File: config.mk
export PLATFORM = sky130hd
export DESIGN_NAME = mem_bus_arbiter
export DESIGN_NICKNAME = d
export VERILOG_FILES = /design/src/rtl/mem_bus_arbiter.sv
export SDC_FILE = /design/constraint.sdc
export NUM_CORES = 1
export LEC_CHECK = 0
export ABC_AREA = 1
export BUFFER_PORTS_ARGS = -buffer_cell sky130_fd_sc_hd__buf_2
export CAP_MARGIN = 40
export CORE_AREA = 2 2 202 204
export CTS_BUF_LIST = sky130_fd_sc_hd__clkbuf_4 sky130_fd_sc_hd__clkbuf_8
export CTS_CLUSTER_DIAMETER = 30
export DETAILED_ROUTE_END_ITERATION = 8
export DIE_AREA = 0 0 204 206
export GPL_TIMING_DRIVEN = 0
export PLACE_DENSITY = 0.31
export REMOVE_ABC_BUFFERS = 1
export SETUP_SLACK_MARGIN = 0.4
export SLEW_MARGIN = 10
export SYNTH_ARGS = -nofsm -noshare
export SYNTH_HDL_FRONTEND = slang
export SYNTH_SLANG_ARGS = --single-unit
File: constraint.sdc
create_clock -name clk -period 2.8 [get_ports clk]
set_clock_uncertainty 0.05 [all_clocks]
set_input_delay 0.28 -clock clk [delete_from_list [all_inputs] [get_ports clk]]
set_output_delay 0.28 -clock clk [all_outputs]
set_load 0.005 [all_outputs]
File: src/rtl/mem_bus_arbiter.sv
`default_nettype none
// ============================================================================
// Module   : mem_bus_arbiter
// Brief    : Shares one memory port between fetch (I) and data (D) requesters.
//            D wins by default, with a starvation guard that forces an I grant.
// Revision : 1.0
// ============================================================================
module mem_bus_arbiter #(
  parameter int ADDR_W       = 64,
  parameter int DATA_W       = 64,
  parameter int STARVE_LIMIT = 4,
  parameter int CNT_W        = 3
) (
  input  logic                  clk,
  input  logic                  reset,
  input  logic                  i_valid,
  input  logic [ADDR_W-1:0]     i_addr,
  output logic                  i_addr_ok,
  output logic                  i_data_ok,
  output logic [31:0]           i_data,
  input  logic                  d_valid,
  input  logic [ADDR_W-1:0]     d_addr,
  input  logic [2:0]            d_size,
  input  logic [DATA_W/8-1:0]   d_strobe,
  input  logic [DATA_W-1:0]     d_wdata,
  output logic                  d_addr_ok,
  output logic                  d_data_ok,
  output logic [DATA_W-1:0]     d_rdata,
  output logic                  m_valid,
  output logic [ADDR_W-1:0]     m_addr,
  output logic [2:0]            m_size,
  output logic [DATA_W/8-1:0]   m_strobe,
  output logic [DATA_W-1:0]     m_wdata,
  input  logic                  m_addr_ok,
  input  logic                  m_data_ok,
  input  logic [DATA_W-1:0]     m_rdata,
  output logic                  busy
);

  localparam logic [2:0]       C_MSIZE4 = 3'b010;
  localparam logic [CNT_W-1:0] C_LIMIT  = CNT_W'(STARVE_LIMIT);

  typedef enum logic [1:0] {
    S_IDLE  = 2'd0,
    S_OWN_I = 2'd1,
    S_OWN_D = 2'd2
  } state_t;

  state_t           r_state;
  state_t           w_state_nxt;
  logic [CNT_W-1:0] r_starve_cnt;
  logic [CNT_W-1:0] w_starve_nxt;
  logic             r_rst_hold;
  logic             w_blk;
  logic             w_sel_i;
  logic             w_sel_d;

  // Outputs stay quiet both in the reset cycle and the one right after it.
  assign w_blk = reset | r_rst_hold;

  always_ff @(posedge clk) begin
    r_rst_hold <= reset;
    if (reset) begin
      r_state      <= S_IDLE;
      r_starve_cnt <= '0;
    end else begin
      r_state      <= w_state_nxt;
      r_starve_cnt <= w_starve_nxt;
    end
  end

  always_comb begin
    w_sel_i      = 1'b0;
    w_sel_d      = 1'b0;
    w_state_nxt  = r_state;
    w_starve_nxt = r_starve_cnt;
    if (!w_blk) begin
      case (r_state)
        S_IDLE: begin
          if (i_valid && (r_starve_cnt == C_LIMIT)) w_sel_i = 1'b1;
          else if (d_valid)                         w_sel_d = 1'b1;
          else if (i_valid)                         w_sel_i = 1'b1;

          if (w_sel_i) begin
            w_starve_nxt = '0;
            if (!m_data_ok) w_state_nxt = S_OWN_I;
          end else if (w_sel_d) begin
            if (i_valid && (r_starve_cnt != C_LIMIT))
              w_starve_nxt = r_starve_cnt + CNT_W'(1);
            if (!m_data_ok) w_state_nxt = S_OWN_D;
          end
        end
        S_OWN_I: begin
          w_sel_i = 1'b1;
          if (m_data_ok) w_state_nxt = S_IDLE;
        end
        S_OWN_D: begin
          w_sel_d = 1'b1;
          if (m_data_ok) w_state_nxt = S_IDLE;
        end
        default: w_state_nxt = S_IDLE;
      endcase
    end
  end

  // The selected side's live request drives the port; no selection means all zero.
  always_comb begin
    m_valid  = 1'b0;
    m_addr   = '0;
    m_size   = 3'b000;
    m_strobe = '0;
    m_wdata  = '0;
    if (w_sel_i) begin
      m_valid = i_valid;
      m_addr  = i_addr;
      m_size  = C_MSIZE4;
    end else if (w_sel_d) begin
      m_valid  = d_valid;
      m_addr   = d_addr;
      m_size   = d_size;
      m_strobe = d_strobe;
      m_wdata  = d_wdata;
    end
  end

  assign i_addr_ok = w_sel_i & m_addr_ok;
  assign i_data_ok = w_sel_i & m_data_ok;
  assign d_addr_ok = w_sel_d & m_addr_ok;
  assign d_data_ok = w_sel_d & m_data_ok;

  assign i_data  = w_blk ? 32'd0 : (i_addr[2] ? m_rdata[63:32] : m_rdata[31:0]);
  assign d_rdata = w_blk ? '0 : m_rdata;
  assign busy    = !w_blk && (r_state != S_IDLE);

endmodule
`default_nettype wire

# Word level (Yosys, flattened, before mapping)
# Index checks and enable logic that the tools add are counted.
dict set report classes {
  mux 35
  n_eq_ne 8
  bitwise 6
  n_reduce_logical 11
  add_sub_neg 1
}
# cell count
set ops {}
lappend ops {{64-bit two-way mux} 5}
lappend ops {{32-bit two-way mux} 2}
lappend ops {{8-bit two-way mux} 2}
lappend ops {{3-bit two-way mux} 5}
lappend ops {{1-bit two-way mux} 13}
lappend ops {{2-bit two-way mux} 5}
lappend ops {{3-bit != test, second input constant} 3}
lappend ops {{2-bit nonzero test} 3}
lappend ops {{5-bit AND reduction} 1}
lappend ops {{1-bit AND} 4}
lappend ops {{1-bit case mux with 2 select lines} 2}
lappend ops {{2-bit case mux with 2 select lines} 1}
lappend ops {{4-bit AND reduction} 1}
lappend ops {{3-bit by 1-bit adder with 3-bit output, second input constant} 1}
lappend ops {{3-bit equality test, second input constant} 1}
lappend ops {{1-bit logical AND} 3}
lappend ops {{3-bit by 1-bit != test with 1-bit output, second input constant} 1}
lappend ops {{2-bit by 1-bit equality test with 1-bit output, second input constant} 1}
lappend ops {{2-bit equality test, second input constant} 1}
lappend ops {{2-bit logical NOT} 1}
lappend ops {{2-bit by 1-bit != test with 1-bit output, second input constant} 1}
lappend ops {{2-bit OR reduction} 1}
lappend ops {{1-bit logical NOT} 1}
lappend ops {{1-bit inverter} 1}
lappend ops {{1-bit bitwise OR} 1}
dict set report word_totals {
  out_inout_bits 241
  in_bits 273
  elab_cells 64
  ff_bits 6
}

# Longest topological paths before layout
# Gate-level depths: netlist (run 1).
dict set report depth {
  ltp_word 9
  depth_mapped 13
  mapped_depth_nobuf 10
}

# Least setup slack after synthesis (run 1)
# OpenSTA, ideal clock, no wires.
dict set report synth_path {
  kind {reg2out}
  start {reg r_state[0]}
  end {out m_wdata[18]}
  stages_incl_launch_ff 9
  path_slack_ns 1.051
  required_ns 2.470
  arrival_time_ns 1.419
  path_buffers 3
  cell_sequence {dfxtp_1 inv_1 ha_1 buf_4 nand3_1 nand2_2 buf_4 buf_4 nor3b_2}
}
dict set report synth_via {
  elab_chain_len 5
  word_cells_on_any_way 9
  cone_classes {eq/ne (2); mux (6); reduce/logical (1)}
}
# element line
set synth_rtl {}
lappend synth_rtl {{from (decl)} 49} ;# state_t r_state;
lappend synth_rtl {{from (signal assigned)} 67} ;# r_state <= w_state_nxt;
lappend synth_rtl {{2-bit equality test / 2-bit logical NOT (equally long branches)} 78} ;# case (r_state)
lappend synth_rtl {{1-bit case mux with 2 select lines} 78}
lappend synth_rtl {{1-bit two-way mux} 77} ;# if (!w_blk) begin
lappend synth_rtl {{64-bit two-way mux} 117} ;# end else if (w_sel_d) begin
lappend synth_rtl {{64-bit two-way mux (*)} 113} ;# if (w_sel_i) begin
lappend synth_rtl {{to (decl)} 33} ;# output logic [DATA_W-1:0] m_wdata,
# Mark *: on every way between the ends. The rest lies on a longest branch, timed or not.

# Worst setup path in the final report (run 1)
dict set report layout_path {
  start {reg r_starve_cnt[0]}
  end {out m_wdata[18]}
}
dict set report layout_via {
  elab_chain_len 9
  word_cells_on_any_way 14
  cone_classes {eq/ne (1); mux (12); reduce/logical (1)}
}
# element line
set layout_rtl {}
lappend layout_rtl {{from (decl)} 51} ;# logic [CNT_W-1:0] r_starve_cnt;
lappend layout_rtl {{from (signal assigned)} 68} ;# r_starve_cnt <= w_starve_nxt;
lappend layout_rtl {{3-bit equality test (*)} 80} ;# if (i_valid && (r_starve_cnt == C_LIMIT)) w_sel_i = 1'b1;
lappend layout_rtl {{1-bit logical AND (*)} 80}
lappend layout_rtl {{1-bit two-way mux} 80}
lappend layout_rtl {{1-bit two-way mux} 78}
lappend layout_rtl {{1-bit two-way mux} 77}
lappend layout_rtl {{1-bit case mux with 2 select lines} 78}
lappend layout_rtl {{1-bit two-way mux} 77}
lappend layout_rtl {{64-bit two-way mux} 117}
lappend layout_rtl {{64-bit two-way mux (*)} 113}
# Mark *: on every way between the ends. The rest lies on a longest branch, timed or not. The select of a mux whose other input is x is not followed.

==> impl_metrics.py, run 1 <==
metrics = {
    "global_route": {
        "grt_pass1_wl_um": 40700,
        "grt_pass1_vias": 6151,
        "grt_use_total_pct": 13.0,
        "busiest_layer": "met2",
        "grt.met1_usage_pct": 13.6,
        "grt_overflow": 0,
        "use_met3_pct": 2.41,
        "grt_max_degree": 53,
        "grt_use_met2_pct": 26.4,
        "antenna_found_initial": 9,
    },
    "detailed_routing": {
        "drt_first_pass_iters": 4,
        "drc": 0,
        "vias": 6537,
        "wl_um": 31400,
        "ant_nets": 0,
        "viasPerCell": 3.71,
        "wire_per_inst_um": 17.9,
        "dr.first_iter.drc_count": 307,
    },
    "floorplan": {
        "core_um2": 40200,
        "die_w_um": 204,
        "dieArea_um2": 42000,
        "start_util_pct": 9.64,
        "std_cell_rows": 74,
        "die_h_um": 206,
        "ios": 514,
    },
    "yosys": {
        "yosysWarningCount": 0,
        "ys_seq_elements": 6,
        "avgSynthCellArea_um2": 5.30,
        "postSynthCellCount": 731,
        "ys_seq_area_share_pct": 3.10,
        "ys_types": 19,
        "synth_area_um2": 3870,
    },
    "power_and_ir_drop": {
        "power.leakage_nw": 4.77,
        "ir_drop_mv": 0.0850,
        "p_per_area_nw_per_um2": 177,
    },
    "worst_setup_path": {
        "worstPathArrival_ns": 2.01,
        "crit_fanout": 6,
        "required_ns": 2.47,
        "reg2reg_depth": 9,
        "worst_setup_path_end_kind": "output port",
        "crit_type": "flip-flop to output port",
        "startpoint_type": "flip-flop",
        "rrSetupSlack_ns": 1.39,
    },
    "finish": {
        "layout-drive-gt1-share_pct": 52.4,
        "nets": 1506,
        "fin_util_pct": 18.8,
        "area_delta_synth_final_pct": 95.5,
    },
    "clocking": {
        "path_clk_slew_ns": 0.04,
        "clock_latency_ns": 0.22,
        "h-tree-depth": 1,
        "cts_buffer_depth": 2,
        "clock_tree.root_cell": "clkbuf_8",
        "cts_buffers": 3,
        "cts_tree": "done",
        "clock_sinks": 6,
    },
    "run": {
        "maxCapViolations": 0,
    },
    "min_path": {
        "hold_depth": 1,
        "hold_class": "input pin to flip-flop",
    },
    "sta": {
        "hold_viol_final": 0,
        "clock.fmax_mhz": 428,
        "slew_viol_final": 0,
        "worstMarginPinSlew_ns": 0.472,
        "setup_violations": 0,
        "layout_setup_ws_ns": 0.464,
        "rsz0062_at_grt": "yes",
        "maxSlewHeadroom_pct": 68.4,
        "fin_crit_sh_pct": 83.4,
        "finalCriticalPeriod_ns": 2.34,
        "finalSetupTns_ns": 0,
    },
    "placed_design": {
        "place.gp.congestion": 0.836,
        "dp_slack_ns": 0.0643,
        "io_buffers": 513,
        "dpl.hpwl_um": 22600,
    },
    "outcome": {
        "status": "finished clean",
    },
}
==> cells in the final DEF (no fill, tap or decap), types with 2 or more instances in the layout <==
cell type | synthesis | layout
inv_1 | 145 | 142
diode_2 | 0 | 2
nand2_1 | 150 | 147
buf_12 | 0 | 7
nand2_8 | 0 | 7
clkbuf_16 | 0 | 4
buf_16 | 0 | 6
a21oi_1 | 35 | 35
o21ai_0 | 33 | 33
nor3b_1 | 6 | 5
dfxtp_2 | 0 | 2
nor3b_2 | 68 | 57
ha_1 | 5 | 4
buf_4 | 13 | 18
nand2_4 | 0 | 3
inv_2 | 0 | 2
nor2_1 | 140 | 140
nor3b_4 | 0 | 12
clkbuf_8 | 0 | 3
dfxtp_1 | 6 | 4
buf_2 | 15 | 513
nand3_1 | 74 | 72
nand2_2 | 3 | 2
==> per-layer routing <==
| metal | share of wire [%] | wire [um] | vias to the layer above |
|---|---|---|---|
| li1 | - | - | 3223 |
| met1 | 37 | 11600 | 2944 |
| met2 | 55 | 17200 | 344 |
| met3 | 7.1 | 2250 | 22 |
| met4 | 1.1 | 337 | 4 |
| met5 | 0.086 | 27 | - |
==> power breakdown <==
group	switching (mW)	leakage (nW)	total, mW	internal (mW)
Sequential	0.00292	0.0500	0.0930	0.0900
Combinational	0.631	4.70	1.11	0.483
Clock	0.0376	0.0216	0.130	0.0924
Total	0.671	4.77	1.34	0.666
==> cell families (layout without fill, tap and decap cells) <==
family,Yosys count,count (layout),share of synthesized area [%]
flops,6,6,3.10
simple gates,442,448,61.5
fa+ha+maj,5,5,1.62
compound gates,69,69,8.98
other cells,0,2,0
buf+inv,208,697,24.6
xor+xnor,1,1,0.226
==> cell type report <==
| cell class | instances | area [um2] |
|---|---|---|
| inverter | 145 | 548 |
| fill | 4747 | 32600 |
| antenna | 2 | 5.00 |
| sequential | 6 | 123 |
| timing repair buffer | 549 | 3120 |
| clock buffer | 3 | 41.3 |
| multi-input combinational | 523 | 3070 |
| tap | 532 | 666 |
==> worst paths after layout <==
path,endpoint,start
hold / removal,r_rst_hold,reset
setup reg to reg,r_state[0],r_starve_cnt[0]
setup / recovery,m_wdata[18],r_starve_cnt[0]
hold reg to reg,r_starve_cnt[1],r_starve_cnt[1]
==> through the flow <==
step / instance area [um2] / hold WS [ns] / instances / total power [mW]
6_report: 7570 / 0.214 / 1760 / 1.34
5_1_grt: 7570 / 0.206 / 1760 / 1.46
4_1_cts: 7370 / 0.205 / 1749 / 1.31
3_5_place_dp: 6920 / 0.437 / 1721 / 1.01
3_3_place_gp: 6700 / 0.415 / 1713 / 0.992
2_1_floorplan: 3460 / 0.258 / 668 / 0.480
==> state kept, by name, summed over array words and instances (netlist names) <==
register,count
r_rst_hold,1
r_starve_cnt,3
r_state,2
==> Yosys cell counts <==
master / number / area [um2]
buf_2: 15 / 75.1
nor3b_1: 6 / 45.0
nand3_1: 74 / 370
inv_1: 145 / 544
ha_1: 5 / 62.6
buf_4: 13 / 97.6
nor2_2: 1 / 6.26
buf_6: 14 / 158
buf_1: 6 / 22.5
clkbuf_1: 15 / 56.3
nor2_1: 140 / 526
dfxtp_1: 6 / 120
o21ai_0: 33 / 165
nor3b_2: 68 / 851
nand2_2: 3 / 18.8
a21boi_0: 1 / 7.51
nand2_1: 150 / 563
a21oi_1: 35 / 175
xor2_1: 1 / 8.76
==> worst max-delay path, stage by stage, from the launching register on <==
cell     delay, ns
dfxtp_2       0.33
inv_1         0.05
ha_1          0.20
nand3_1       0.10
nand2_1       0.09
nand2_4       0.16
nand2_8       0.14
buf_4         0.17
nor3b_4       0.32
buf_2         0.18
==> what timing repair did <==
item,CTS,global route
endpoints found under the setup margin,143,131
gates resized for setup,24,11
gates cloned,7,6
pin swaps,6,7
buffers inserted,18,3
hold buffers,0,0
(Power assumes the default switching activity.)
==> inputs of run 2 (changes only) <==
- ABC_AREA: 1 -> 0
- CORE_AREA: 2 2 202 204 -> 2 2 200 202
- DIE_AREA: 0 0 204 206 -> 0 0 202 204
- PLACE_DENSITY: 0.31 -> 0.32
- clock period: 2.8 -> 2 ns (I/O delays scaled with it)
==> impl_metrics.py, run 2 <==
metrics = {
    "outcome": {
        "status": "finished with violations",
        "violations": "negative setup slack",
    },
    "power_and_ir_drop": {
        "p_per_area_nw_per_um2": 296,
        "p_sw_mw": 1.53,
        "p_total_mw": 3.19,
        "clkPwrFrac_pct": 6.1,
        "ir_drop_mv": 0.174,
        "comb_power_share_pct": 89.8,
        "seqPwrFrac_pct": 4.2,
        "p_int_mw": 1.66,
        "power.leakage_nw": 5.31,
        "switching_share_pct": 48.0,
    },
    "placed_design": {
        "dp_cells": 1585,
        "place.gp.congestion": 0.752,
        "io_buffers": 513,
        "dp_slack_ns": -0.636,
        "dpl.hpwl_um": 18900,
        "place_area_um2": 6900,
    },
    "run": {
        "maxCapViolations": 0,
    },
    "detailed_routing": {
        "wl_um": 34500,
        "wire_per_inst_um": 20.2,
        "drt_first_pass_iters": 4,
        "viasPerCell": 4.16,
        "drc": 0,
        "dr.first_iter.drc_count": 329,
        "ant_nets": 0,
        "vias": 7103,
    },
    "global_route": {
        "grt_max_degree": 41,
        "grt_pass1_vias": 6585,
        "busiest_layer": "met2",
        "grt_use_total_pct": 13.6,
        "use_met3_pct": 2.30,
        "antenna_found_initial": 1,
        "grt.met1_usage_pct": 17.4,
        "grt_overflow": 0,
        "grt_pass1_wl_um": 42800,
        "grt_use_met2_pct": 24.6,
    },
    "clocking": {
        "cts_buffer_depth": 2,
        "cts_tree": "done",
        "clock_sinks": 6,
        "h-tree-depth": 1,
        "clock_latency_ns": 0.23,
        "hold_buffers": 0,
        "cts_buffers": 3,
        "path_clk_slew_ns": 0.04,
        "clock_tree.root_cell": "clkbuf_8",
    },
    "sta": {
        "clock.fmax_mhz": 463,
        "setup_violations": 143,
        "hold_viol_final": 0,
        "layout_setup_ws_ns": -0.160,
        "worstMarginPinSlew_ns": 0.412,
        "finalCriticalPeriod_ns": 2.16,
        "fin_crit_sh_pct": 108,
        "rsz0062_at_grt": "yes",
        "maxSlewHeadroom_pct": 72.5,
        "finalSetupTns_ns": -14.36,
        "slew_viol_final": 0,
    },
    "finish": {
        "final_cell_count_no_fill": 1708,
        "nFillCells": 4302,
        "multi_input_area_um2": 4510,
        "largest_reg_flops": 3,
        "regMostFlops": "r_starve_cnt",
        "fin_area_um2": 10800,
        "layout_common_cells": "buf_2 (495), inv_1 (78), nand2_1 (69)",
        "nets": 1462,
        "layout_commonest_cell": "buf_2",
        "layout-drive-gt1-share_pct": 73.0,
        "largestRegisters": "r_starve_cnt (3), r_state (2), r_rst_hold (1)",
        "seq_area_um2": 135,
        "area_delta_synth_final_pct": 197,
    },
    "yosys": {
        "ys_top_cells_by_area": "o2111ai_1 (16%), o31ai_1 (13%), and2_1 (11%)",
        "ys_seq_area_share_pct": 3.31,
        "synthTopCellsByCount": "inv_1 (81), nor3_1 (75), nand2_1 (70), and2_1 (65), o2111ai_1 (65)",
        "avgSynthCellArea_um2": 5.91,
        "async_reset_ff_share_pct": 0,
        "synth_edf_count": 0,
        "synth_area_um2": 3620,
        "ys.flop_type": "dfxtp_1",
        "synth_top_area_share_pct": 15.7,
        "ys_types": 31,
        "synth.most_common_cell": "inv_1",
        "postSynthCellCount": 613,
        "yosysWarningCount": 0,
        "ys_seq_elements": 6,
        "synth_area_leader_cell": "o2111ai_1",
    },
    "worst_setup_path": {
        "crit_type": "flip-flop to output port",
        "required_ns": 1.75,
        "reg2reg_depth": 4,
        "crit_fanout": 6,
        "startpoint_type": "flip-flop",
        "worst_setup_path_end_kind": "output port",
        "worstPathArrival_ns": 1.91,
    },
    "floorplan": {
        "start_util_pct": 9.25,
        "std_cell_rows": 73,
        "die_h_um": 204,
        "core_um2": 39200,
        "ios": 514,
        "dieArea_um2": 41200,
        "die_w_um": 202,
    },
    "min_path": {
        "hold_depth": 1,
        "hold_class": "input pin to flip-flop",
    },
}
==> run 2: final cells by class <==
cell class	count	share of cell area (%)
well taps	525	6.10
flip-flops and latches	6	1.25
inverters	81	2.87
repair buffers	645	47.5
diodes	1	0.0232
clock buffers	3	0.383
multi-input cells	447	41.9
==> run 2: through the flow <==
stage / util, % / hold WS [ns]
floorplan: - / 0.178
global placement: 16.6 / 0.405
detailed placement: 17.6 / 0.404
CTS: 22.3 / 0.166
global route: 27.5 / 0.165
finish: 27.5 / 0.165
==> run 2: worst max-delay path: stages, from the launching register on <==
cell       delay [ns]
dfxtp_4          0.34
buf_4            0.14
ha_4             0.17
o21bai_4         0.21
buf_12           0.18
buf_12           0.15
clkbuf_16        0.16
nor3_2           0.16
buf_2            0.14
==> run 2: cell families after synthesis <==
logic type                 count (synthesis)  share of synthesized area [%]
DFF                                        6                           3.31
and+or+nand+nor                          258                           34.9
buffers and inverters                    163                           18.2
muxes                                     34                           9.53
AOI/OAI and AO/OA                        147                           32.3
adders and majority gates                  5                           1.73
==> run 2: final timing paths <==
check	to	start	slack (ns)
max reg2reg	r_state[0]	r_rst_hold	0.43
min reg2reg	r_state[1]	r_state[1]	0.48
min	r_rst_hold	reset	0.17
max	m_wdata[47]	r_state[0]	-0.16
==> run 2: routing by layer <==
layer	share of wire [%]	routed length, um	vias to the layer above
met2	50	17100	320
met5	0	0	-
met1	43	14700	3415
li1	-	-	3340
met4	1.1	384	0
met3	6.5	2240	28
==> run 2: timing repair <==
action | CTS | global route
endpoints found under the hold margin | 0 | 0
setup endpoints to repair | 227 | 178
pin swaps | 28 | 49
gates cloned | 25 | 32
resized for setup | 161 | 210
buffers inserted | 39 | 23
==> run 2: power by group through the flow <==
stage / registers, mW / logic, mW / clock network (mW)
2_1_floorplan: 0.131 / 0.547 / 0
3_5_place_dp: 0.132 / 1.42 / 0
4_1_cts: 0.133 / 2.19 / 0.198
3_3_place_gp: 0.132 / 1.31 / 0
6_report: 0.133 / 2.86 / 0.194
5_1_grt: 0.133 / 3.03 / 0.210
==> inputs of run 3 (changes only) <==
- SKIP_LAST_GASP: not set -> 1
==> impl_metrics.py, run 3 (synthesis gave the netlist of run 2 again) <==
metrics = {
    "outcome": {
        "status": "finished with violations",
        "violations": "negative setup slack",
    },
    "worst_setup_path": {
        "required_ns": 1.75,
        "crit_fanout": 37,
        "worst_setup_path_end_kind": "output port",
        "startpoint": "r_state[0]",
        "path_buf_inv": 3,
        "crit_slowest_cell": "dfxtp_4",
        "max_stage_delay_ns": 0.34,
        "reg2reg_from": "r_state[1]",
        "crit_type": "flip-flop to output port",
        "crit_family": "buffers and inverters",
        "startpoint_type": "flip-flop",
        "crit_chain": "buf_4, ha_4, nand2b_4, buf_12, o2111ai_1, o31ai_2, buf_2",
        "worstPathArrival_ns": 1.93,
    },
    "clocking": {
        "h-tree-depth": 1,
        "clock_sinks": 6,
        "cts_buffers": 3,
        "cts_buffer_depth": 2,
        "clock_tree.root_cell": "clkbuf_8",
        "path_clk_slew_ns": 0.04,
        "cts_tree": "done",
        "clock_latency_ns": 0.23,
        "hold_buffers": 0,
    },
    "finish": {
        "largest_reg_flops": 3,
        "layout_common_cells": "buf_2 (510), inv_1 (78), nand2_1 (69)",
        "layout-drive-gt1-share_pct": 68.2,
        "final_cell_count_no_fill": 1686,
        "area_delta_synth_final_pct": 171,
        "fin_util_pct": 25.1,
        "regMostFlops": "r_starve_cnt",
        "nets": 1439,
        "layout_commonest_cell": "buf_2",
        "nFillCells": 4381,
        "largestRegisters": "r_starve_cnt (3), r_state (2), r_rst_hold (1)",
    },
    "power_and_ir_drop": {
        "comb_power_share_pct": 88.6,
        "ir_drop_mv": 0.178,
        "p_sw_mw": 1.40,
        "switching_share_pct": 48.5,
        "p_per_area_nw_per_um2": 294,
        "power.leakage_nw": 5.02,
        "seqPwrFrac_pct": 4.6,
        "p_int_mw": 1.49,
        "clkPwrFrac_pct": 6.8,
    },
    "detailed_routing": {
        "viasPerCell": 4.07,
        "wl_um": 32700,
        "drc": 0,
        "wire_per_inst_um": 19.4,
        "top_layer_used": "met4",
        "met3_wirelength_um": 2370,
        "ant_nets": 0,
        "vias": 6868,
        "dr.first_iter.drc_count": 316,
        "m1WireLength_um": 13400,
        "drt_first_pass_iters": 6,
        "met2_wirelength_um": 16600,
    },
    "sta": {
        "setup_violations": 141,
        "maxSlewHeadroom_pct": 69.9,
        "rsz0062_at_grt": "yes",
        "fin_crit_sh_pct": 109,
        "clock.fmax_mhz": 458,
        "finalCriticalPeriod_ns": 2.18,
        "hold_viol_final": 0,
        "slew_viol_final": 0,
        "worstMarginPinSlew_ns": 0.452,
        "layout_setup_ws_ns": -0.184,
    },
    "min_path": {
        "hold_class": "input pin to flip-flop",
        "min_from": "reset",
    },
    "placed_design": {
        "dpl.hpwl_um": 18900,
        "dp_slack_ns": -0.636,
        "dp_cells": 1585,
        "place.gp.congestion": 0.752,
        "io_buffers": 513,
    },
    "global_route": {
        "antenna_found_initial": 1,
        "grt_pass1_wl_um": 42400,
        "grt_pass1_vias": 6515,
        "grt_overflow": 0,
        "grt_use_total_pct": 13.5,
        "grt_max_degree": 41,
    },
    "floorplan": {
        "die_w_um": 202,
        "dieArea_um2": 41200,
        "die_h_um": 204,
        "core_um2": 39200,
        "ios": 514,
        "std_cell_rows": 73,
        "start_util_pct": 9.25,
    },
    "run": {
        "maxCapViolations": 0,
    },
}
## run 3: changes by cell type in the layout (fill, tap and decap cells not counted), moves of 8 or more
cell	delta
o2111ai_4	-9
o2111ai_2	-8
and2_4	-16
o2111ai_1	+17
buf_6	-14
buf_2	+15
clkbuf_16	-8
o31ai_1	+11
and2_1	+15
## run 3: power groups by stage
stage / Combinational, mW / Sequential [mW] / Clock [mW]
after floorplan: 0.547 / 0.131 / 0
after global placement: 1.31 / 0.132 / 0
after detailed placement: 1.42 / 0.132 / 0
after CTS: 2.17 / 0.133 / 0.198
after global routing: 2.72 / 0.134 / 0.210
final: 2.56 / 0.134 / 0.196
## run 3: final timing paths
kind | slack, ns | cells past startpoint | end
max | -0.18 | 7 | m_addr[30]
min | 0.16 | 1 | r_rst_hold
max reg2reg | 0.44 | 5 | r_state[0]
min reg2reg | 0.48 | 2 | r_state[1]
## run 3: worst reg2reg max path, delay by kind of cell (launching register included)
kind	cells	cell delay, ns
flops	1	0.37
compound gates	1	0.36
mux	1	0.31
buf+inv	2	0.18
fa+ha+maj	1	0.17
## run 3: metal layers
layer | vias to the layer above | global-route usage [%]
met1 | 3249 | 17.1
met5 | - | 0
li1 | 3285 | -
met4 | 0 | 1.39
met2 | 313 | 24.3
met3 | 21 | 2.46
## run 3: timing repair
item / 4_1_cts / 5_1_grt
resized for setup: 135 / 133
endpoints found under the setup margin: 227 / 178
pin swaps: 28 / 30
gates cloned: 25 / 19
buffers inserted: 39 / 13
## run 3: final cells by class
type,instances,area (um2),area share [%]
Timing Repair Buffer,621,4580,46.6
Multi-Input combinational cell,448,4110,41.8
Tap cell,525,657,6.68
Inverter,81,309,3.14
Sequential cell,6,133,1.35
Clock buffer,3,41.3,0.420
Antenna cell,2,5.00,0.0509
## run 3: through the flow
| stage | hold WS, ns | power [mW] | setup TNS, ns | cell area (um2) |
|---|---|---|---|---|
| floorplan | 0.178 | 0.679 | -601.41 | 3270 |
| global placement | 0.405 | 1.44 | -1240.16 | 6490 |
| detailed placement | 0.404 | 1.55 | -55.39 | 6900 |
| CTS | 0.166 | 2.50 | -13.43 | 8640 |
| global route | 0.166 | 3.06 | -26.10 | 9830 |
| finish | 0.161 | 2.89 | -14.17 | 9840 |
